===== src/rtl/button_event_controller_pkg.sv =====
// Shared defaults and helpers for the button event controller.
// Debounce defaults assume a 100 MHz board clock.
package button_event_controller_pkg;

  localparam int DEBOUNCE_CYCLES_DEFAULT = 1000000;
  localparam int SYNC_STAGES_DEFAULT     = 3;

  // Event index width; a single channel still needs one bit.
  function automatic int idx_w(input int n);
    return (n > 1) ? $clog2(n) : 1;
  endfunction

endpackage


===== src/rtl/button_event_controller_debounce_channel.sv =====
// One button channel: synchronizer chain, debounce counter, accepted level and press strobe.
// Rise is combinational and fires during the cycle whose closing edge raises Stable.
module debounce_channel #(
  parameter int DEBOUNCE_CYCLES = 1000000,
  parameter int SYNC_STAGES     = 3
) (
  input  logic Clk,
  input  logic Rst_n,
  input  logic Raw,
  output logic Stable,
  output logic Rise
);

  localparam int CNT_W = $clog2(DEBOUNCE_CYCLES);
  localparam logic [CNT_W-1:0] CNT_LAST = CNT_W'(DEBOUNCE_CYCLES - 1);

  logic [SYNC_STAGES-1:0] sync_p0;
  logic                   s_p1;
  logic [CNT_W-1:0]       cnt_p1;
  logic                   stable_p2;
  logic                   differ;
  logic                   done;

  // Stage 0: synchronizer chain
  always_ff @(posedge Clk or negedge Rst_n) begin
    if (!Rst_n) begin
      sync_p0 <= '0;
    end else begin
      sync_p0 <= {sync_p0[SYNC_STAGES-2:0], Raw};
    end
  end

  assign s_p1   = sync_p0[SYNC_STAGES-1];
  assign differ = (s_p1 != stable_p2);
  assign done   = differ && (cnt_p1 == CNT_LAST);

  // Stage 1: debounce counter and accepted level
  always_ff @(posedge Clk or negedge Rst_n) begin
    if (!Rst_n) begin
      cnt_p1    <= '0;
      stable_p2 <= 1'b0;
    end else if (!differ) begin
      cnt_p1    <= '0;
    end else if (done) begin
      cnt_p1    <= '0;
      stable_p2 <= ~stable_p2;
    end else begin
      cnt_p1    <= cnt_p1 + 1'b1;
    end
  end

  assign Stable = stable_p2;
  assign Rise   = done && !stable_p2;

endmodule


===== src/rtl/button_event_controller.sv =====
// Debounced push-button front end: per-channel conditioning, sticky press requests
// and a round-robin valid/ready event port.
module button_event_controller
  import button_event_controller_pkg::*;
#(
  parameter int N               = 4,
  parameter int DEBOUNCE_CYCLES = DEBOUNCE_CYCLES_DEFAULT,
  parameter int SYNC_STAGES     = SYNC_STAGES_DEFAULT
) (
  input  logic                  Clk,
  input  logic                  Rst_n,
  input  logic [N-1:0]          InButtons,
  output logic [N-1:0]          Stable,
  output logic                  EventValid,
  output logic [idx_w(N)-1:0]   EventId,
  input  logic                  EventReady,
  output logic [N-1:0]          Overrun
);

  localparam int IDX_W = idx_w(N);

  logic [N-1:0]     rise;
  logic [N-1:0]     pend_p1;
  logic [N-1:0]     ovr_p1;
  logic [N-1:0]     clr;
  logic [N-1:0]     req;
  logic [IDX_W-1:0] ptr_p1;
  logic             ev_vld_p2;
  logic [IDX_W-1:0] ev_id_p2;
  logic             accept;
  logic [IDX_W-1:0] base;
  logic [IDX_W-1:0] cand;
  logic [IDX_W-1:0] gnt_idx;
  logic             gnt_found;

  for (genvar g = 0; g < N; g++) begin : g_chan
    debounce_channel #(
      .DEBOUNCE_CYCLES (DEBOUNCE_CYCLES),
      .SYNC_STAGES     (SYNC_STAGES)
    ) u_chan (
      .Clk    (Clk),
      .Rst_n  (Rst_n),
      .Raw    (InButtons[g]),
      .Stable (Stable[g]),
      .Rise   (rise[g])
    );
  end

  assign accept = ev_vld_p2 && EventReady;

  // The accepted channel is hidden from this edge's search; a fresh press on it
  // re-enters pending and is granted on a later edge.
  always_comb begin
    clr = '0;
    if (accept) clr[ev_id_p2] = 1'b1;
    req       = pend_p1 & ~clr;
    base      = accept ? ev_id_p2 : ptr_p1;
    gnt_found = 1'b0;
    gnt_idx   = '0;
    cand      = '0;
    for (int k = 1; k <= N; k++) begin
      cand = IDX_W'((int'(base) + k) % N);
      if (!gnt_found && req[cand]) begin
        gnt_found = 1'b1;
        gnt_idx   = cand;
      end
    end
  end

  // Stage 1: pending requests and overrun flags
  always_ff @(posedge Clk or negedge Rst_n) begin
    if (!Rst_n) begin
      pend_p1 <= '0;
      ovr_p1  <= '0;
    end else begin
      pend_p1 <= req | rise;
      ovr_p1  <= ovr_p1 | (rise & pend_p1 & ~clr);
    end
  end

  // Stage 2: registered grant and round-robin pointer
  always_ff @(posedge Clk or negedge Rst_n) begin
    if (!Rst_n) begin
      ev_vld_p2 <= 1'b0;
      ev_id_p2  <= '0;
      ptr_p1    <= IDX_W'(N - 1);
    end else begin
      if (accept) ptr_p1 <= ev_id_p2;
      if (!ev_vld_p2 || accept) begin
        if (gnt_found) begin
          ev_vld_p2 <= 1'b1;
          ev_id_p2  <= gnt_idx;
        end else begin
          ev_vld_p2 <= 1'b0;
        end
      end
    end
  end

  assign EventValid = ev_vld_p2;
  assign EventId    = ev_id_p2;
  assign Overrun    = ovr_p1;

endmodule


===== config.mk =====
export PLATFORM = sky130hd
export DESIGN_NAME = button_event_controller
export DESIGN_NICKNAME = d
export VERILOG_FILES = /design/src/rtl/button_event_controller_pkg.sv /design/src/rtl/button_event_controller_debounce_channel.sv /design/src/rtl/button_event_controller.sv
export SDC_FILE = /design/constraint.sdc
export NUM_CORES = 1
export LEC_CHECK = 0
export BUFFER_PORTS_ARGS = -buffer_cell sky130_fd_sc_hd__buf_2
export CAP_MARGIN = 0
export CELL_PAD_IN_SITES_DETAIL_PLACEMENT = 2
export CELL_PAD_IN_SITES_GLOBAL_PLACEMENT = 2
export CORE_UTILIZATION = 43
export CTS_BUF_LIST = sky130_fd_sc_hd__clkbuf_4 sky130_fd_sc_hd__clkbuf_8
export DETAILED_ROUTE_END_ITERATION = 16
export PLACE_DENSITY_LB_ADDON = 0.05
export SYNTH_ARGS = -nofsm -noshare
export SYNTH_HDL_FRONTEND = slang
export SYNTH_HIERARCHICAL = 1
export SYNTH_SLANG_ARGS = --single-unit
export TNS_END_PERCENT = 100

===== constraint.sdc =====
create_clock -name Clk -period 2.25 [get_ports Clk]
set_clock_uncertainty 0.2 [all_clocks]
set_input_delay 0.225 -clock Clk [delete_from_list [all_inputs] [get_ports Clk]]
set_output_delay 0.225 -clock Clk [all_outputs]
set_load 0.05 [all_outputs]

==> summary by stage, run 1 <==
Final layout
Counting the fill cells in the layout gives 1256. Of the cells placed in the final design, the portion with a size suffix greater than 1 is 0.205. The net count of the finished layout is 556. The layout overhead on the synthesized area is 13.6%. After routing the design area is 6100 µm². Leaving out fill and tap cells, the most frequent cells in the layout are dfrtp_1 (106), nor2_1 (70), nand2_1 (28), xor2_1 (28), xnor2_1 (28).

The total inserted antenna cells is 0. The library cell used most frequently in the layout, excluding fill and tap cells, is dfrtp_1.

Global route
The via count of the first global-routing pass was 4561. The total congestion overflow after global routing is 0. For this run, the total global-route usage over all layers was measured as 0.229. Entering global routing, the biggest net connects 52 pins. The initial antenna violation count is 0.

The first global-routing pass estimated 23.3 mm of wire.

Setup path
The largest single stage delay on the critical path is 0.56 ns. Walking the worst path, the cells encountered are nor4_4 > nand4_2 > or4_4 > nor3b_2 > inv_1 > o21bai_1. In this run the number of cells on the critical path is 6. The critical path start-end classification is reg2reg.

The maximum fanout along the worst path is 4. The total buffers and inverters traversed by the critical path is 1. On the critical path, the stage with the largest delay is an instance of or4_4. The kind of cell adding the most delay to the critical path is simple AND/OR/NAND/NOR gates. The length in cells of the worst reg-to-reg path is 6. At the worst endpoint, the arrival time is 2.29 ns.

At the worst endpoint, the required time is 2.36 ns. The kind of start point of the critical path is a register. The nature of the critical path endpoint is a register.

Yosys
Each instance of the synthesized netlist takes up on average 10.9 µm². The post-synthesis sequential area ratio is 0.508. The most used flip-flop cell after synthesis is dfrtp_1. Yosys mapped a number of flops with a built-in enable equal to 0. Counting flops with an async set or reset pin after synthesis yields a share of 1.00.

The adder and majority cell fraction of the synthesized area is 0.00932. The number of nets in the synthesized netlist is 503. The proportion of synthesized area in mux cells is 0.0205.

The number of different library cells in the post-synthesis netlist is 49. Counting flops and latches in the post-synthesis netlist gives 109. The fraction of synthesized cell area in xor and xnor cells is 0.0913.

Synthesis produced 492 cells. The combined area of all synthesized cells is 5370 µm². Of the total synthesized cell area, the portion taken by AND, OR, NAND and NOR gates is 0.266. The compound-cell area share of the yosys netlist is 0.0904.

The largest family of logic cells by synthesized area is simple AND/OR/NAND/NOR gates. The Yosys step of the flow raised 6 warnings.

Timing
Static timing analysis puts the maximum clock frequency at 458 MHz. The clock period minus final worst setup slack is 2.19 ns. In this run the tightest slew margin relative to its limit is 0.619. At the pin with the least slew margin, the transition time is 0.567 ns. Hold is met by 0.144 ns. The number of endpoints with negative hold slack in the final report is 0. The total of endpoints with negative setup slack in the final report is 0. Of the available clock period, the critical path in the final layout requires 0.971. The max-slew violation count is 0.

Clocking
The library cell used as clock root buffer is clkbuf_8. The clock transition at the registers of the reported paths is 0.11 ns. The maximum root-to-sink buffer count is 2. The number of buffers created by CTS is 9. The clock insertion delay at the later pin of the skew report is 0.38 ns. The CTS tree is built. CTS built an H-tree with a depth of 3.

The clock drives 109 sinks.

Drt
After detailed routing, the average wire length per cell comes to 18.9 µm. The number of DRC markers after the initial detailed-route iteration is 172. The number of vias after detailed routing is 3980. The number of iterations in the first detailed-routing pass is 4.

The final layout contains routed wiring with a total length of 13.6 mm. For this run, design rule violations remaining after detail routing come to 0. The number of antenna-violating nets in the routed design is 0. The average via count per standard cell is 5.54.

Power
The worst vdd rail ir drop is 532 µV. The analysis attributes to cell leakage a power of 2.60 nW. The power density over the cells is 607 nW/µm².

Floorplan
The die height is 114 µm. The initial utilization of the core area, before any placement, comes to 0.443. Pin placement for this block handled 18 I/O pins. The area of the die is 12900 µm². The core region is 12100 µm². The die is 114 µm wide. In this run the core area contains 40 standard-cell rows.

Status
The run finished with clean final reports.

Placement
The congestion estimate from routability-driven global placement came to 0.808. The total placed instance area is 5810 µm². The HPWL after detailed placement is 9.59 mm. In this run the tool buffered the top-level ports with 17 buffer cells.

Min path
The path class of the tightest hold or removal check is in2async.

Run
The reported max-cap violation count is 0.
## where the power goes
part | total [mW] | switching, mW | internal, mW
Clock | 1.14 | 0.722 | 0.421
Combinational | 0.433 | 0.285 | 0.148
Sequential | 2.13 | 0.0832 | 2.04
Total | 3.70 | 1.09 | 2.61
## per-layer routing
layer | wire, µm | global-route usage
met1 | 6090 | 0.285
met2 | 7020 | 0.406
met3 | 273 | 0.0462
met4 | 173 | 0.0596
met5 | 0 | 0
## cells by family (layout without fill, tap and decap cells)
| logic type | count (synthesis) | after routing |
|---|---|---|
| flops | 109 | 109 |
| compound gates | 64 | 64 |
| xor+xnor | 56 | 56 |
| mux | 9 | 9 |
| fa+ha+maj | 4 | 4 |
| simple gates | 234 | 234 |
| buf+inv | 16 | 74 |
## Yosys cell counts (all sizes together) (5+ instances only)
cell   instances  area share
inv           11      0.0077
nor3          11       0.010
or4           16       0.025
nor4          12       0.023
nand4         16       0.028
nand2         29       0.021
or3            8       0.013
and3          14       0.017
a21oi         24       0.022
xnor2         28       0.046
or2            5      0.0058
nor2          70       0.049
dfrtp        107        0.50
o21ai          9      0.0084
o31ai         13       0.018
and4           8       0.013
mux2i          5      0.0093
xor2          28       0.046
nand3         29       0.034
## sequential cells by signal (all words and copies together), names as in the netlist
name / count
Overrun: 4
g_chan.u_chan/sync_p0: 12
pend_p1: 4
g_chan.u_chan/Stable: 4
ptr_p1: 2
EventId: 2
EventValid: 1
g_chan.u_chan/cnt_p1: 80
## cell type report
class,count,area [µm²],share of cell area
flip-flops and latches,109,2730,0.448
clock buffers,9,124,0.0203
repair buffers,47,340,0.0558
clock inverters,7,57.6,0.00944
well taps,168,210,0.0345
multi-input cells,367,2590,0.425
inverters,11,41.3,0.00677
## path summary, 6_finish.rpt
path	start	end	slack (ns)
setup / recovery	g_chan[3].u_chan/cnt_p1[11]	Overrun[3]	0.06
hold / removal	Rst_n	g_chan[1].u_chan/cnt_p1[6]	0.14
setup reg to reg	g_chan[3].u_chan/cnt_p1[11]	Overrun[3]	0.06
hold reg to reg	g_chan[2].u_chan/sync_p0[0]	g_chan[2].u_chan/sync_p0[1]	0.16
max in group asynchronous	Rst_n	g_chan[3].u_chan/cnt_p1[5]	0.99
min in group Clk	g_chan[2].u_chan/sync_p0[0]	g_chan[2].u_chan/sync_p0[1]	0.16
## metrics by stage
stage | setup slack (ns) | TNS, ns | total power [mW] | util | std cells
after global placement | 0.167 | 0 | 2.57 | 0.480 | 694
final | 0.0648 | 0 | 3.70 | 0.504 | 718
after detailed placement | 0.0134 | 0 | 2.59 | 0.480 | 694
after CTS | 0.0251 | 0 | 3.77 | 0.501 | 717
after floorplan | 0.223 | 0 | 2.42 | - | 492
after global routing | -0.0176 | -0.0176 | 3.88 | 0.504 | 718
## repair_timing
action,in CTS,in global routing
pin swaps,1,1
gates resized for setup,1,6
hold buffers,6,0
endpoints found under the hold margin,38,0
setup endpoints to repair,1,21
buffers inserted,1,1
No activity file was read; power rests on OpenSTA's default activity.
==> run 2: changes to the inputs <==
- CELL_PAD_IN_SITES_DETAIL_PLACEMENT: 2 -> 1
==> run 2 against run 1 <==
  * Worst setup slack improved by 0.068 ns
  * Clock power rose by 4%
  * Critical endpoint is now g_chan[2].u_chan/Stable
  * Worst hold slack got worse by 0.0049 ns
  * Global-route usage fell by 2.9 points
  * Cell area fell by 0.33%
  * Maximum frequency rose by 3.2%
  * Via count fell by 2.5%
  * Register-to-register slack improved by 0.07 ns
  * Largest cell class unchanged
  * Sequential share of layout area rose by 0.13 points
  * Critical path type unchanged
  * Critical path depth fell by 2
  * Final cell count fell by 0.42%
==> summary by stage, run 2 (same netlist as run 1, synthesis figures left out) <==
Setup path
The worst register-to-register path begins at g_chan[2].u_chan/cnt_p1[10]. The required time of the critical path is 2.31 ns. The kind of start point of the critical path is a register. The length in cells of the worst reg-to-reg path is 4. Of all nets on the critical path, the largest fanout is 4.

The nature of the critical path endpoint is a register. At the worst endpoint, the arrival time is 2.18 ns. The critical path is of the reg2reg type.

The setup slack of the most critical reg-to-reg path is 0.13 ns. In this run the critical register-to-register path is captured at g_chan[2].u_chan/Stable.

Floorplan
The die height is 114 µm. The core region is 12100 µm². The floorplan step defined a die boundary enclosing 12900 µm². The count of standard-cell rows is 40. The horizontal die dimension is 114 µm. The initial utilization of the core area, before any placement, comes to 0.443. The total I/O pin count is 18.

Global route
The initial antenna violation count is 0. The total congestion overflow after global routing is 0. In the global route stage, overall resource usage came out at 0.200. Entering global routing, the biggest net connects 52 pins. The first-pass GRT wire length is 20.5 mm. The via count of the first global-routing pass is 4170.

Placement
The global placer's final weighted congestion is 0.808. Prior to clock tree synthesis, the placed netlist has a worst setup slack of 0.0906 ns. The HPWL after detailed placement is 8.33 mm. The cell count after placement is 694. During placement, the flow inserted port buffers numbering 17.

Drt
Dividing the detail-routed wire length by the instance count gives 16.1 µm. After detailed routing, the number of vias per cell comes to 5.43. The number of antenna-violating nets in the routed design is 0. The pre-antenna-repair detailed-routing pass consisted of 6 iterations. The total wirelength of the detailed-routed design is 11.5 mm. The number of vias after detailed routing is 3879. The number of DRC markers after the initial detailed-route iteration is 167. The DRC violation count after routing is 0.

Power
Total power for the finished layout comes to 3.72 mW. The leakage dissipation is 2.59 nW. The power density over the cells is 612 nW/µm². VDD sags by at most 380 µV.

Timing
Setup violations remaining at the end of the flow were counted as 0. The max-slew violation count is 0. The number of endpoints with negative hold slack in the final report is 0. The upper clock frequency limit is 472 MHz. Of the available clock period, the critical path in the final layout requires 0.941. The setup slack of the critical path after layout is 0.133 ns.

The clock period minus final worst setup slack is 2.12 ns. The total negative slack for setup checks is 0 ns. Measured against its own limit, the worst slew margin works out to 0.652. The worst-margin pin slew is 0.517 ns.

Setup repair after global routing left no endpoint under its margin.

Final layout
0 antenna diodes ended up in the layout. The most common cell after layout, fill and taps aside is dfrtp_1. The area used by multi-input combinational logic is 2580 µm². The layout overhead on the synthesized area is 13.2%.

The net count of the finished layout is 554. In the final layout, the share of cells above drive strength 1 is 0.197. The largest registers in the layout are g_chan.u_chan/cnt_p1 (80), g_chan.u_chan/sync_p0 (12).

Leaving out fill and tap cells, the most frequent cells in the layout are dfrtp_1 (107), nor2_1 (70), nand2_1 (28), xor2_1 (28), xnor2_1 (28). Excluding fillers, the count of instances in the completed layout stands at 715. The number of flip-flops under the largest register name is 80.

After filler insertion, the fill cell instance count of the layout stands at 1329. More flip-flops sit in one register than any other, and that register is g_chan.u_chan/cnt_p1. Summing all flip-flop and latch instances after layout gives 2730 µm².

Min path
The class of the worst hold path is in2async.

Status
The run finished with clean final reports.

Run
Max-cap violations in this run came to 0.

Clocking
The library cell used as clock root buffer is clkbuf_8. The number of buffers created by CTS is 9. After clock tree synthesis, the clock-pin slew on the worst setup and hold paths is 0.09 ns. The number of setup buffers added after CTS is 0. The clock insertion delay at the later pin of the skew report is 0.38 ns. The depth of the CTS H-tree is 3. The clock passes through at most 2 buffers. The clock drives 109 sinks. The CTS tree is built.
-- run 2: per-stage QoR --
step,util,area (µm²),hold slack [ns]
final,0.502,6080,0.140
after global routing,0.502,6080,0.157
after CTS,0.500,6060,0.132
after detailed placement,0.480,5810,0.0154
after global placement,0.480,5810,0.0160
after floorplan,-,5370,-0.271
-- run 2: worst max-delay path, cell delays in order, from the launching register on --
cell and delay [ns]:
dfrtp_1 0.44, nor4_2 0.32, nand4_2 0.18, or4_4 0.55
mux2_4 0.31
-- run 2: power by group --
| group | switching [mW] | leakage, nW | internal [mW] |
|---|---|---|---|
| combinational | 0.272 | 1.02 | 0.144 |
| sequential | 0.0770 | 1.47 | 2.04 |
| clock | 0.626 | 0.101 | 0.559 |
-- run 2: timing repair --
action                                  4_1_cts  5_1_grt
resized for setup                             0        4
endpoints found under the setup margin        0        7
hold buffers                                  6        0
endpoints found under the hold margin        38        0
-- run 2: cell type report --
type | instances | share of cell area
tap | 168 | 0.0346
timing repair buffer | 45 | 0.0535
clock inverter | 2 | 0.00576
sequential | 109 | 0.449
multi-input combinational | 367 | 0.425
clock buffer | 13 | 0.0253
inverter | 11 | 0.00679
-- run 2: how the worst max path moves through the flow --
stage | from | endpoint
after floorplan | g_chan[3].u_chan/cnt_p1[10] | Overrun[3]
after detailed placement | g_chan[1].u_chan/cnt_p1[10] | pend_p1[1]
after CTS | g_chan[3].u_chan/cnt_p1[11] | Overrun[3]
after global routing | g_chan[3].u_chan/cnt_p1[10] | Overrun[3]
final | g_chan[2].u_chan/cnt_p1[10] | g_chan[2].u_chan/Stable
after global placement | g_chan[3].u_chan/cnt_p1[11] | Overrun[3]
-- run 2: layer usage --
metal / wire (µm) / track usage
met5: 0 / 0
met3: 287 / 0.0505
met4: 113 / 0.0447
met1: 5590 / 0.267
met2: 5520 / 0.329
==> run 3: changes to the inputs <==
- REMOVE_ABC_BUFFERS: unset -> 1
==> run 3 against run 2 <==
  * Final cell count increased by 0.56%
  * Worst hold slack worse by 0.014 ns
  * Routed wire length grew 1.7%
  * Sequential cell count did not move
  * Register-to-register slack is essentially flat
  * Clock power down 6%
  * First-iteration DRC count is 11% higher
  * Sequential power barely moved
  * Power down 1.8%
  * Sequential share of layout area down 0.065 points
  * Largest cell class unchanged
  * Largest power group unchanged
  * Highest routed layer unchanged
==> summary by stage, run 3 (same netlist as run 1, synthesis figures left out) <==
Status
The flow ran to the end, and the final reports show no timing, DRC or antenna violations.

Final layout
0 antenna diodes ended up in the layout. Of the cells placed in the final design, the portion with a size suffix greater than 1 is 0.200. In the final layout, the registers with the most flip-flops are g_chan.u_chan/cnt_p1 (80), g_chan.u_chan/sync_p0 (12). The register with the most flip-flops in the layout has 80 of them. For this run, the post-layout net count is 557. Leaving out fill and tap cells, the most frequent cell in the layout is dfrtp_1. The top cell types in the final layout, fill and taps aside, are dfrtp_1 (107), nor2_1 (70), nand2_1 (28), xor2_1 (28), xnor2_1 (28).

The register containing the most flip-flops in the final layout is g_chan.u_chan/cnt_p1. After filler insertion, the fill cell instance count of the layout stands at 1369. The layout overhead on the synthesized area is 13.4%.

Power
Of the total power, the share spent switching nets is 0.276. For this design the static power due to leakage is 2.61 nW. Total power for the finished layout comes to 3.65 mW.

The share of total power in sequential cells is 0.581. Of the total power, combinational logic draws 0.116. The fraction of power consumed by the clock network is 0.303. Across the VDD grid, the largest voltage drop is 462 µV. The cell-internal power is 2.64 mW.

Dividing total power by cell area gives a power density of 600 nW/µm². The analysis attributes to net switching a power of 1.01 mW.

Clocking
The clock transition at the registers of the reported paths is 0.09 ns. The tree built by TritonCTS fans out to 109 sinks. The CTS tree is built.

Counting the buffers created by CTS gives 9. The library cell used as clock root buffer is clkbuf_8. The clock insertion delay at the later pin of the skew report is 0.38 ns.

No sink is reached through more buffers than the 2 on the longest clock path. The depth of the CTS H-tree is 3.

Global route
The total congestion overflow after global routing is 0. Across every metal layer, demand over resource in global routing totals 0.208. The via count of the first global-routing pass is 4254.

Entering global routing, the biggest net connects 44 pins. The initial antenna violation count is 0. The first-pass GRT wire length is 21.1 mm.

Setup path
The cell with the largest stage delay on the worst path is or4_4. The kind of start point of the critical path is a register. Traced cell by cell, the critical path runs through nor4_4 > nand4_2 > or4_4 > nor3b_1 > a21o_2.

The reg-to-reg critical path endpoint is Overrun[0]. In this run the worst path has a maximum fanout of 4. The nature of the critical path endpoint is a register. For the worst setup path, the data required time is 2.37 ns. In this design, the stage delay of the slowest critical-path cell is 0.54 ns. The launch point of the worst reg-to-reg path is g_chan[0].u_chan/cnt_p1[10]. For flop-to-flop paths, the worst setup slack is 0.12 ns. The data arrival time of the worst path is 2.25 ns. The critical path start-end classification is reg2reg. The length in cells of the worst reg-to-reg path is 5.

Drt
The pre-antenna-repair detailed-routing pass consisted of 4 iterations. The total wirelength of the detailed-routed design is 11.7 mm. The uppermost metal layer occupied by signal nets is met4. For this run, design rule violations remaining after detail routing come to 0.

The met1 wire length is 5.57 mm. The number of DRC markers after the initial detailed-route iteration is 186. The total met3 wirelength after detailed routing is 292 µm.

The number of antenna-violating nets in the routed design is 0. The detailed-route wire length per cell is 16.3 µm. The final route contains 3883 vias. After detailed routing, the met2 layer carries 5.74 mm of wire.

Dividing the detail-routed via count by the number of cells gives 5.40.

Placement
The global placer's final weighted congestion is 0.795. The pre-CTS setup slack is 0.0900 ns. Detailed placement ended at an HPWL of 8.48 mm. Buffers placed on the I/O ports in this run total 17.

Timing
Across all setup checks in the final design, the least slack found is 0.120 ns. The share of the clock period used by the worst path after layout is 0.946. At the pin with the least slew margin, the transition time is 0.576 ns. The total negative slack for setup checks is 0 ns. The number of endpoints with negative hold slack in the final report is 0. Final hold analysis gives a worst-case slack of 0.125 ns. Static timing analysis puts the maximum clock frequency at 470 MHz. The worst slew slack as a fraction of its limit is 0.613.

The max-slew violation count is 0. Setup repair after global routing left no endpoint under its margin. The smallest clock period supported by the final layout is computed as 2.13 ns.

The total of endpoints with negative setup slack in the final report is 0.

Floorplan
The count of standard-cell rows is 40. The initial core utilization is 0.443. The core region is 12100 µm². From bottom edge to top edge, the die measures 114 µm. The horizontal die dimension is 114 µm.

The area of the die is 12900 µm². The total I/O pin count is 18.

Run
The tool flagged a number of max-cap violations equal to 0.

Min path
The min-delay analysis places its worst path in the category in2async.
## run 3: worst max-delay path: cells and delay by family, from the launching register on
kind            cells  cell delay (ns)
simple gates        4             1.28
flops               1             0.46
compound gates      1             0.15
## run 3: power groups by stage
stage	logic, mW	clock network [mW]	registers, mW
final	0.424	1.11	2.12
after global routing	0.473	1.25	2.14
after CTS	0.430	1.18	2.12
after detailed placement	0.423	0	2.16
after floorplan	0.209	0	2.20
after global placement	0.413	0	2.16
## run 3: cell type report
type,count,area [µm²],area share
clock buffers,12,153,0.0251
clock inverters,4,23.8,0.00390
inverters,11,41.3,0.00678
multi-input cells,367,2580,0.424
flip-flops and latches,109,2730,0.448
well taps,168,210,0.0345
repair buffers,48,348,0.0571
## run 3: metrics by stage
step	area, µm²	std cells	utilization
2_1_floorplan	5340	487	-
3_3_place_gp	5820	695	0.480
3_5_place_dp	5820	695	0.480
4_1_cts	6050	717	0.500
5_1_grt	6090	719	0.503
6_report	6090	719	0.503
## run 3: layer usage
metal  up-vias  track usage
met4         0       0.0553
met5         -            0
met3         6       0.0590
met1      1968        0.280
met2        29        0.330
li1       1880            -
## run 3: repair_timing
item                                   CTS  global route
setup endpoints to repair                0             6
hold buffers                             6             0
endpoints found under the hold margin   92             0
gates resized for setup                  0             3
buffers inserted                         0             2
## run 3: how the worst max path moves through the flow
stage / endpoint / start / cells after the start / slack [ns]
finish: Overrun[0] / g_chan[0].u_chan/cnt_p1[10] / 5 / 0.12
global route: Overrun[0] / g_chan[0].u_chan/cnt_p1[10] / 5 / 0.03
CTS: pend_p1[2] / g_chan[2].u_chan/cnt_p1[11] / 5 / 0.07
detailed placement: pend_p1[2] / g_chan[2].u_chan/cnt_p1[11] / 5 / 0.09
global placement: Overrun[3] / g_chan[3].u_chan/cnt_p1[11] / 6 / 0.17
floorplan: Overrun[3] / g_chan[3].u_chan/cnt_p1[10] / 6 / 0.22
